**config.mk**
```make
export PLATFORM = sky130hd
export DESIGN_NAME = ghash_seq
export DESIGN_NICKNAME = d
export VERILOG_FILES = /design/src/rtl/ghash_seq_pkg.sv /design/src/rtl/ghash_seq.sv
export SDC_FILE = /design/constraint.sdc
export NUM_CORES = 1
export LEC_CHECK = 0
export BUFFER_PORTS_ARGS = -buffer_cell sky130_fd_sc_hd__buf_2
export CAP_MARGIN = 10
export CORE_AREA = 2 2 361 363
export CTS_BUF_LIST = sky130_fd_sc_hd__clkbuf_4
export DETAILED_ROUTE_END_ITERATION = 8
export DIE_AREA = 0 0 363 365
export PLACE_DENSITY = 0.32
export SLEW_MARGIN = 10
export SYNTH_ARGS = -nofsm -noshare
export SYNTH_HDL_FRONTEND = slang
export SYNTH_SLANG_ARGS = --single-unit
```
**constraint.sdc**
```tcl
create_clock -name clk -period 2.5 [get_ports clk]
set_input_delay 0 -clock clk [delete_from_list [all_inputs] [get_ports clk]]
set_output_delay 0 -clock clk [all_outputs]
set_load 0.1 [all_outputs]
```
**src/rtl/ghash_seq_pkg.sv**
```systemverilog
// ghash_seq_pkg: shared types and helpers for the GHASH sequencing controller.
//   state_t     - controller states
//   mask_bytes  - zero every byte at or beyond nbytes (byte 0 in [127:120])
//   beat_bytes  - byte count a handshake contributes to a length counter
//   len_block   - builds the final len(A)||len(C) block from bit lengths
package ghash_seq_pkg;

    localparam int CNT_W_DEF = 36;

    typedef enum logic [2:0] {
        S_IDLE,
        S_INIT,
        S_AAD,
        S_CT,
        S_LEN,
        S_WAIT_Y
    } state_t;

    // 0 (and anything above 16) is treated as a full 16-byte block.
    function automatic logic [4:0] norm_bytes(input logic [4:0] nbytes);
        return (nbytes == 5'd0 || nbytes > 5'd16) ? 5'd16 : nbytes;
    endfunction

    function automatic logic [127:0] mask_bytes(input logic [127:0] data,
                                                input logic [4:0]   nbytes);
        logic [127:0] m;
        logic [4:0]   n;
        n = norm_bytes(nbytes);
        m = '0;
        for (int i = 0; i < 16; i++) begin
            if (5'(i) < n) m[127-8*i -: 8] = data[127-8*i -: 8];
        end
        return m;
    endfunction

    // Only a last block may be short; every other beat counts as 16 bytes.
    function automatic logic [4:0] beat_bytes(input logic [4:0] nbytes,
                                              input logic       last);
        return last ? norm_bytes(nbytes) : 5'd16;
    endfunction

    function automatic logic [127:0] len_block(input logic [63:0] aad_bits,
                                               input logic [63:0] ct_bits);
        return {aad_bits, ct_bits};
    endfunction

endpackage

```
**src/rtl/ghash_seq.sv**
```systemverilog
// ghash_seq: sequences one GCM message through an external streaming GHASH core.
// Ports:
//   clk, rst_n                 clock, asynchronous active-low reset
//   start, h, has_aad, has_ct  message request (sampled only in IDLE)
//   abort                      abandon current message
//   aad_* / ct_*               AAD and ciphertext block streams (valid/ready)
//   gh_init, gh_h              core init pulse and hash subkey
//   gh_valid/ready/data/last   core data input handshake
//   gh_y, gh_y_valid           core result
//   busy                       controller not idle
//   s_valid, s_data            GHASH result strobe and held value
module ghash_seq
    import ghash_seq_pkg::*;
#(
    parameter int CNT_W = CNT_W_DEF
) (
    input  logic         clk,
    input  logic         rst_n,
    input  logic         start,
    input  logic [127:0] h,
    input  logic         has_aad,
    input  logic         has_ct,
    input  logic         abort,
    input  logic         aad_valid,
    output logic         aad_ready,
    input  logic [127:0] aad_data,
    input  logic [4:0]   aad_bytes,
    input  logic         aad_last,
    input  logic         ct_valid,
    output logic         ct_ready,
    input  logic [127:0] ct_data,
    input  logic [4:0]   ct_bytes,
    input  logic         ct_last,
    output logic         gh_init,
    output logic [127:0] gh_h,
    output logic         gh_valid,
    input  logic         gh_ready,
    output logic [127:0] gh_data,
    output logic         gh_last,
    input  logic [127:0] gh_y,
    input  logic         gh_y_valid,
    output logic         busy,
    output logic         s_valid,
    output logic [127:0] s_data
);

    state_t             state, state_nxt;
    logic [127:0]       h_q;
    logic               has_aad_q, has_ct_q;
    logic [CNT_W-1:0]   aad_cnt, ct_cnt;
    logic [63:0]        aad_bits, ct_bits;
    logic               aad_hs, ct_hs, start_acc;

    assign start_acc = (state == S_IDLE) && start;
    assign aad_hs    = (state == S_AAD) && aad_valid && gh_ready;
    assign ct_hs     = (state == S_CT) && ct_valid && gh_ready;
    assign aad_bits  = 64'(aad_cnt) << 3;
    assign ct_bits   = 64'(ct_cnt) << 3;

    assign gh_init = (state == S_INIT);
    assign busy    = (state != S_IDLE);
    assign gh_h    = h_q;

    always_ff @(posedge clk or negedge rst_n) begin
        if (!rst_n) state <= S_IDLE;
        else        state <= state_nxt;
    end

    always_comb begin
        state_nxt = state;
        gh_valid  = 1'b0;
        gh_data   = '0;
        gh_last   = 1'b0;
        aad_ready = 1'b0;
        ct_ready  = 1'b0;
        case (state)
            S_IDLE: if (start) state_nxt = S_INIT;
            S_INIT: state_nxt = has_aad_q ? S_AAD : (has_ct_q ? S_CT : S_LEN);
            S_AAD: begin
                gh_valid  = aad_valid;
                aad_ready = gh_ready;
                gh_data   = aad_last ? mask_bytes(aad_data, aad_bytes) : aad_data;
                if (aad_hs && aad_last) state_nxt = has_ct_q ? S_CT : S_LEN;
            end
            S_CT: begin
                gh_valid = ct_valid;
                ct_ready = gh_ready;
                gh_data  = ct_last ? mask_bytes(ct_data, ct_bytes) : ct_data;
                if (ct_hs && ct_last) state_nxt = S_LEN;
            end
            S_LEN: begin
                gh_valid = 1'b1;
                gh_last  = 1'b1;
                gh_data  = len_block(aad_bits, ct_bits);
                if (gh_ready) state_nxt = S_WAIT_Y;
            end
            S_WAIT_Y: if (gh_y_valid) state_nxt = S_IDLE;
            default:  state_nxt = S_IDLE;
        endcase
        // abort wins over any handshake-driven transition
        if (abort && state != S_IDLE) state_nxt = S_IDLE;
    end

    // Counters keep counting on a handshake that coincides with abort;
    // the next accepted start clears them anyway.
    always_ff @(posedge clk or negedge rst_n) begin
        if (!rst_n) begin
            h_q       <= '0;
            has_aad_q <= 1'b0;
            has_ct_q  <= 1'b0;
            aad_cnt   <= '0;
            ct_cnt    <= '0;
            s_valid   <= 1'b0;
            s_data    <= '0;
        end else begin
            s_valid <= 1'b0;
            if (start_acc) begin
                h_q       <= h;
                has_aad_q <= has_aad;
                has_ct_q  <= has_ct;
                aad_cnt   <= '0;
                ct_cnt    <= '0;
                s_data    <= '0;
            end
            if (aad_hs) aad_cnt <= aad_cnt + CNT_W'(beat_bytes(aad_bytes, aad_last));
            if (ct_hs)  ct_cnt  <= ct_cnt + CNT_W'(beat_bytes(ct_bytes, ct_last));
            if (state == S_WAIT_Y && gh_y_valid && !abort) begin
                s_data  <= gh_y;
                s_valid <= 1'b1;
            end
        end
    end

endmodule
```
==> results.md, run 1 <==
- The clock net in this run drives a total of 334 sinks.
- The achievable frequency is 0.345 GHz.
- Leaving out fill and tap cells, the most frequent cell in the layout is sky130_fd_sc_hd__buf_2.
- The area of the mapped netlist is 0.0156 mm2.
- The final cycle utilization of the critical path is 116%.
- After synthesis, the mean cell area works out to 9.77 um2.
- The worst slew margin relative to its limit is 33.4%.
- The number of hold violations in the final report is 0.
- The worst setup path is of the input pin to output pin kind.
- The HPWL after detailed placement is 75500 um.
- TritonCTS created 102 clock buffers.
- The number of core rows is 132.
- The smallest setup slack after layout is -0.399 ns.
- The total overflow reported by the global router is 0.
- The clock root buffer master is sky130_fd_sc_hd__clkbuf_4.
- In the synthesized netlist the async set-or-reset flop fraction comes to 100%.
- The number of endpoints failing setup at the final stage is 130.
- Setup repair after global routing could not meet its margin everywhere.
- The area used by sequential logic in the layout is 0.00836 mm2.
- After clock tree synthesis, the clock-pin slew on the worst setup and hold paths is 0.07 ns.
- Fill cells in the final layout number 13860.
- The later-pin clock latency in the skew report is 1.01 ns.
- The area of the die is 0.132 mm2.
- After detailed routing, the number of remaining DRC violations is 0.
- Detailed routing inserted a total of 19639 vias.
- Timing analysis after detailed placement gives a worst setup slack of -0.193 ns.
- Global routing used 14.3% of the available tracks across all layers.
- The width of the die is 363 um.
- The max-slew violation count is 0.
- No sink is reached through more buffers than the 3 on the longest clock path.
- The flow ran to the end, but the final reports show violations.
- The synthesized design contains 334 register bits.
- The count of TritonRoute iterations in the first routing pass is 8.
- STA puts the critical path data required time at 2.50 ns.
- For this run, the number of standard cells in the final layout without fillers is 5066.
- The per-cell via count in the routed design is 3.88.
- The die is 365 um tall.
- The max-cap check violation count is 0.
- Summed over all cells, the static leakage comes to 16.7 nW.
- In the layout the commonest cells are sky130_fd_sc_hd__buf_2 (789), sky130_fd_sc_hd__dlygate4sd3_1 (624), sky130_fd_sc_hd__nand2_1 (464), sky130_fd_sc_hd__dfrtp_1 (333), sky130_fd_sc_hd__buf_12 (147).
- For this design the ratio of total power to cell area is 1210 mW/mm2.
- The top-level I/O count is 925.
- Relative to the synthesized area, the layout overhead comes to 116%.
- The highest ir drop seen on vdd is 933 uV.
- The area of the multi-input gates is 0.00726 mm2.
- CTS built an H-tree with a depth of 3.
- In the synthesized netlist the dominant register cell turns out to be sky130_fd_sc_hd__dfrtp_1.
- Measured on the finished design, the core utilization comes to 26.3%.
- The area inside the core boundary is 0.129 mm2.
- For the pin with the worst max-slew slack, the measured transition is 0.997 ns.
- Yosys printed 0 warnings.
- The detailed router's first-iteration violation count is 1068.
- In this run, synthesis inferred 0 flip-flops with an integrated enable.
- The first global-routing pass estimated 140000 um of wire.
- The remaining antenna violation count after routing is 0.
- The port buffer count is 924.
- The sequential cell area fraction in the yosys report is 53.5%.
- The final layout net count is 3864.
- In the final layout, the share of cells above drive strength 1 is 40.1%.
- In this run the worst hold path is classified as input pin to asynchronous set/reset pin.
- The post-synthesis net count is 2148.
- The sum of routed wire length over all layers is 99500 um.
- Dividing the detail-routed wire length by the instance count gives 19.6 um.
- The initial utilization of the core area, before any placement, comes to 12.1%.
- In this run the worst path has a maximum fanout of 8.
- Data on the critical path arrives at its endpoint at 2.90 ns.
- The smallest clock period supported by the final layout is computed as 2.90 ns.
- The synthesized instance count is 1600.
- The netlist uses 61 different library cells.
- The number of placed instances, taps included, is 4229.
- The final reports fail on setup timing.
- The final RePlAce weighted congestion is 0.804.
- The type of origin of the critical path is an input pin.
- The setup clock skew after layout is 0.0934 ns.
- TritonCTS built the clock tree.
- The type of destination of the critical path is an output pin.
- The initial antenna violation count is 21.
- The via count of the first global-routing pass is 20520.
- The largest net degree at the start of global routing is 111.
[logic make-up after synthesis]
logic type | Yosys count | share of synthesized area, %
compound gates | 402 | 21.1
xor+xnor | 6 | 0.336
fa+ha+maj | 14 | 1.22
buf+inv | 170 | 4.24
flops | 334 | 53.5
mux | 25 | 1.62
simple gates | 649 | 18.0
[worst max-delay path: stages]
cell                            delay [ns]
sky130_fd_sc_hd__buf_2                0.10
sky130_fd_sc_hd__dlygate4sd3_1        0.59
sky130_fd_sc_hd__or2_4                0.27
sky130_fd_sc_hd__nand2b_4             0.14
sky130_fd_sc_hd__ha_4                 0.27
sky130_fd_sc_hd__nor2b_1              0.05
sky130_fd_sc_hd__buf_4                0.16
sky130_fd_sc_hd__nand4_1              0.13
sky130_fd_sc_hd__a31oi_4              0.10
sky130_fd_sc_hd__buf_6                0.15
sky130_fd_sc_hd__buf_6                0.11
sky130_fd_sc_hd__a222oi_1             0.46
sky130_fd_sc_hd__inv_1                0.15
sky130_fd_sc_hd__buf_12               0.19
[stage by stage]
step / TNS, ns / power (W) / area (um2) / hold slack (ns)
2_1_floorplan: -0.0902 / 0.0260 / 15700 / -0.296
3_3_place_gp: -1.90 / 0.0339 / 25200 / 0.0342
3_5_place_dp: -2.58 / 0.0338 / 25200 / 0.0438
4_1_cts: -64.01 / 0.0414 / 33500 / 0.0111
5_1_grt: -67.81 / 0.0428 / 33800 / 0.0607
6_report: -33.10 / 0.0410 / 33800 / 0.191
[metal layers]
metal  track usage (%)  routed length, um  vias to the layer above
met5                 0                120                        -
met4              5.04               2940                       18
met3              3.77               6450                      147
met2              26.6              52500                      717
met1              15.5              37500                     9481
li1                  -                  -                     9276
[flip-flops by register name, indices dropped and copies added, names as in the netlist]
signal     count
aad_cnt       36
ct_cnt        36
gh_h         128
has_aad_q      1
has_ct_q       1
s_data       128
s_valid        1
state          3
[cell type report]
type,instances,area share (%)
Tap cell,1675,6.20
Sequential cell,334,24.7
Inverter,72,0.837
Clock inverter,21,0.393
Timing Repair Buffer,1710,43.0
Clock buffer,146,3.24
Multi-Input combinational cell,1096,21.5
Antenna cell,12,0.0889
[where the power goes]
group | leakage [nW] | internal [W] | total (W) | switching (W)
Combinational | 11.5 | 0.00691 | 0.0278 | 0.0209
Clock | 0.737 | 0.00269 | 0.00542 | 0.00273
Sequential | 4.44 | 0.00693 | 0.00777 | 0.000841
Total | 16.7 | 0.0165 | 0.0410 | 0.0244
[Yosys cell counts (4+ instances only)]
master	instances	area share [%]
sky130_fd_sc_hd__nand2_1	467	11
sky130_fd_sc_hd__dfrtp_1	334	53
sky130_fd_sc_hd__a22o_1	194	11
sky130_fd_sc_hd__clkbuf_1	88	2.1
sky130_fd_sc_hd__inv_1	72	1.7
sky130_fd_sc_hd__a222oi_1	52	3.3
sky130_fd_sc_hd__nand3_1	38	1.2
sky130_fd_sc_hd__nor2_1	37	0.89
sky130_fd_sc_hd__a21oi_1	26	0.83
sky130_fd_sc_hd__o211ai_1	26	1.2
sky130_fd_sc_hd__o31ai_1	26	1.2
sky130_fd_sc_hd__mux2i_1	23	1.5
sky130_fd_sc_hd__o21ai_0	21	0.67
sky130_fd_sc_hd__and2_1	20	0.80
sky130_fd_sc_hd__nand4_1	16	0.64
sky130_fd_sc_hd__a22oi_1	15	0.72
sky130_fd_sc_hd__ha_1	12	0.96
sky130_fd_sc_hd__nor3_1	12	0.38
sky130_fd_sc_hd__nor4_1	10	0.40
sky130_fd_sc_hd__nand2b_1	8	0.32
sky130_fd_sc_hd__nand3b_1	8	0.38
sky130_fd_sc_hd__a221o_1	7	0.45
sky130_fd_sc_hd__and4_1	6	0.34
sky130_fd_sc_hd__nor2b_1	6	0.24
sky130_fd_sc_hd__a21o_1	5	0.24
sky130_fd_sc_hd__a31oi_1	5	0.20
sky130_fd_sc_hd__and3_1	5	0.20
sky130_fd_sc_hd__buf_2	5	0.16
sky130_fd_sc_hd__o21bai_1	4	0.19
[worst paths after layout]
kind / from / endpoint / slack (ns) / depth (start not counted)
setup reg to reg: state[0] / gh_h[10] / 0.05 / 9
min in group clk: abort / state[0] / 0.20 / 5
hold / removal: rst_n / gh_h[33] / 0.19 / 4
setup / recovery: ct_bytes[0] / gh_data[10] / -0.40 / 14
max in group asynchronous: rst_n / aad_cnt[33] / 1.53 / 5
hold reg to reg: gh_h[78] / gh_h[78] / 0.47 / 2
[what timing repair did]
item	4_1_cts	5_1_grt
resized for setup	135	25
setup endpoints to repair	134	214
buffers inserted	21	9
pin swaps	30	12
gates cloned	3	1
hold buffers	626	0
endpoints found under the hold margin	668	0
(Power assumes the default switching activity.)
==> inputs of run 2 (changes only) <==
- BUFFER_PORTS_ARGS: -buffer_cell sky130_fd_sc_hd__buf_2 -> -buffer_cell sky130_fd_sc_hd__clkbuf_2
==> run 2 against run 1 <==
  * The run still ends with setup timing left
  * Setup slack got worse by 0.12 ns
  * Highest routed layer unchanged
  * Largest cell class unchanged
  * Via count is 1.4% higher
  * Sequential cell count did not move
  * Die area did not move
  * Sequential power up 0.5%
  * Power rose by 1.2%
  * Register-to-register slack gained 0.02 ns
  * Clock-buffer cell count fell by 7
==> results.md, run 2 (synthesis gave the netlist of run 1 again) <==
- STA puts the critical path data required time at 2.50 ns.
- Power spread over the standard cell area amounts to 1190 mW/mm2.
- The run finished, with violations left.
- In this run the power spent charging and discharging nets is 0.0247 W.
- The all-layer global routing usage is 14.4%.
- The worst-margin pin slew is 0.881 ns.
- The max-slew violation count is 0.
- After global routing the overflow that remains totals 0.
- With fillers left out, the area of the finished cells amounts to 0.0347 mm2.
- For this run, the slowest stage of the critical path takes 0.59 ns.
- The utilization after layout is 27.0%.
- The H-tree was split into 3 levels.
- The max-cap check violation count is 0.
- The critical path contains buffers and inverters numbering 7 combined.
- The number of hold violations in the final report came to 0.
- The top cell family by delay on the critical path is buffers and inverters.
- Counting every sink on the clock net gives 334.
- Counting tap cells, the placed design contains a total of 4228 instances.
- The area of the multi-input gates is 0.00750 mm2.
- The count of placed standard cells in the final layout, fillers left out is 5140.
- Entering global routing, the biggest net connects 76 pins.
- Measured along the y axis, the die boundary spans 365 um.
- The clock tree from TritonCTS is built.
- The top-level I/O count is 925.
- The signal on the critical path passes through clkbuf_2, dlygate4sd3_1, or2_4, nand2b_4, ha_4, nor2b_1, buf_4, nand4_1, a31oi_4, buf_6, buf_12, a222oi_1, inv_1, buf_12.
- Clock tree synthesis selected as its root buffer the cell sky130_fd_sc_hd__clkbuf_4.
- The via count of the first global-routing pass was 21088.
- The number of endpoints failing setup at the final stage is 132.
- The type of origin of the critical path is an input pin.
- The area used by sequential logic in the layout is 0.00836 mm2.
- The checks that failed: setup timing.
- The area growth from synthesis to layout is 122%.
- The clock passes through at most 3 buffers.
- The later-pin clock latency in the skew report is 0.95 ns.
- The layout filler cell count is 13798.
- The switching fraction of total power is 59.5%.
- The detailed router's first-iteration violation count is 1011.
- The layout cell share with drive strength beyond 1 is 40.2%.
- After clock tree synthesis, the clock-pin slew on the worst setup and hold paths is 0.07 ns.
- The shortest clock period the worst path allows after layout is 3.02 ns.
- Setup repair after global routing could not meet its margin everywhere.
- In the routed layout, each cell is associated on average with a via count of 3.88.
- The slowest stage cell on the critical path is sky130_fd_sc_hd__dlygate4sd3_1.
- The data arrival time at the worst-slack endpoint is 3.02 ns.
- The clock share of power is 12.9%.
- The logic gate share of total power is 68.3%.
- Setup slack on the critical path of the routed design comes to -0.520 ns.
- The HPWL after detailed placement is 75500 um.
- The clock arrives with 0.0687 ns of skew.
- The leading cell type in the layout, fill and taps excluded is sky130_fd_sc_hd__clkbuf_2.
- After detailed routing, the average wire length per cell comes to 19.3 um.
- The first-pass GRT wire length is 141000 um.
- The placed instances occupy a cell area of 0.0252 mm2.
- The highest ir drop seen on vdd is 971 uV.
- The type of destination of the critical path is an output pin.
- The number of core rows is 132.
- At the end of routability-driven placement, the weighted congestion stood at 0.788.
- The power consumption is 0.0415 W.
- The initial cell density of the core is 12.1%.
- The internal power of the cells totals 0.0168 W.
- The worst slew margin relative to its limit is 41.3%.
- The final layout net count is 3930.
- The first detailed-routing pass ran for 7 iterations.
- The area of the die is 0.132 mm2.
- The die is 363 um wide.
- Timing would allow up to 0.331 GHz.
- The initial antenna violation count is 20.
- The worst setup path is of the input pin to output pin kind.
- In the routed design, unresolved DRC markers number 0.
- The CTS buffer count is 104.
- In this run the tool buffered the top-level ports with 924 buffer cells.
- The min-delay analysis places its worst path in the category input pin to register.
- The final cycle utilization of the critical path is 121%.
- In the layout the commonest cells are sky130_fd_sc_hd__clkbuf_2 (789), sky130_fd_sc_hd__dlygate4sd3_1 (678), sky130_fd_sc_hd__nand2_1 (457), sky130_fd_sc_hd__dfrtp_1 (334), sky130_fd_sc_hd__buf_12 (152).
- The remaining antenna violation count after routing is 0.
- The sum of routed wire length over all layers is 99200 um.
- The most prevalent standard cell on the critical path is sky130_fd_sc_hd__buf_12.
- The count of vias placed by the detailed router is 19923.
- For the final routed database, the setup TNS stands at -31.65 ns.
- The area inside the core boundary is 0.129 mm2.
- The fraction of power consumed by sequential logic is 18.8%.
- The maximum fanout encountered on the critical timing path is 7.
- Summed over all cells, the static leakage comes to 17.0 nW.
## run 2: cell count changes in the layout (fill, tap and decap cells not counted), sizes merged
cell,before,now
diode,12,17
buf,1084,303
clkbuf,147,930
dlygate4sd3,624,678
dlymetal6s4s,1,2
clkinvlp,3,2
inv,75,74
clkinv,15,29
## run 2: worst paths after layout
path                             start     endpoint  slack, ns  depth (start not counted)
max in group asynchronous        rst_n   s_data[85]       0.95                          6
setup reg to reg              state[1]     gh_h[34]       0.07                          8
min in group asynchronous        rst_n    gh_h[114]       0.67                          5
hold reg to reg               gh_h[56]     gh_h[56]       0.47                          2
setup / recovery           ct_bytes[0]  gh_data[11]      -0.52                         14
hold / removal             ct_bytes[2]    ct_cnt[3]       0.25                          9
## run 2: power groups by stage
stage          Combinational (W)  Clock, W  Sequential, W
4_1_cts                   0.0283   0.00569        0.00779
5_1_grt                   0.0294   0.00597        0.00798
6_report                  0.0283   0.00533        0.00781
2_1_floorplan            0.00772         0         0.0183
3_3_place_gp              0.0261         0        0.00787
3_5_place_dp              0.0260         0        0.00784
## run 2: cell type report
class                           count  area share (%)
Sequential cell                   334            24.1
Tap cell                         1675            6.04
Clock inverter                     33           0.461
Clock buffer                      139            3.01
Multi-Input combinational cell   1096            21.6
Timing Repair Buffer             1774            43.9
Inverter                           72           0.807
Antenna cell                       17           0.123
## run 2: timing repair
action | 4_1_cts | 5_1_grt
resized for setup | 144 | 65
endpoints found under the hold margin | 668 | 0
hold buffers | 681 | 0
endpoints found under the setup margin | 133 | 210
pin swaps | 24 | 37
setup buffers | 28 | 13
gates cloned | 3 | 0
## run 2: layer usage
layer	vias up	GRT usage, %	part of all wire, %
met1	9566	15.3	37
met2	735	27.0	53
met4	14	5.74	3.4
met3	174	3.78	6.4
met5	-	0	0.091
li1	9434	-	-
## run 2: worst min-delay path, cell delays in order
cell	delay [ns]
sky130_fd_sc_hd__clkbuf_2	0.10
sky130_fd_sc_hd__buf_4	0.13
sky130_fd_sc_hd__nor2b_1	0.16
sky130_fd_sc_hd__and2_1	0.19
sky130_fd_sc_hd__ha_4	0.15
sky130_fd_sc_hd__buf_4	0.12
sky130_fd_sc_hd__a21oi_1	0.05
sky130_fd_sc_hd__xnor2_1	0.14
sky130_fd_sc_hd__a22o_1	0.12
## run 2: stage by stage
stage / hold WS, ns / worst slack [ns]
CTS: 0.00786 / -0.651
finish: 0.250 / -0.520
detailed placement: 0.0180 / -0.148
floorplan: -0.296 / -0.0451
global route: 0.157 / -0.678
global placement: 0.0152 / -0.133
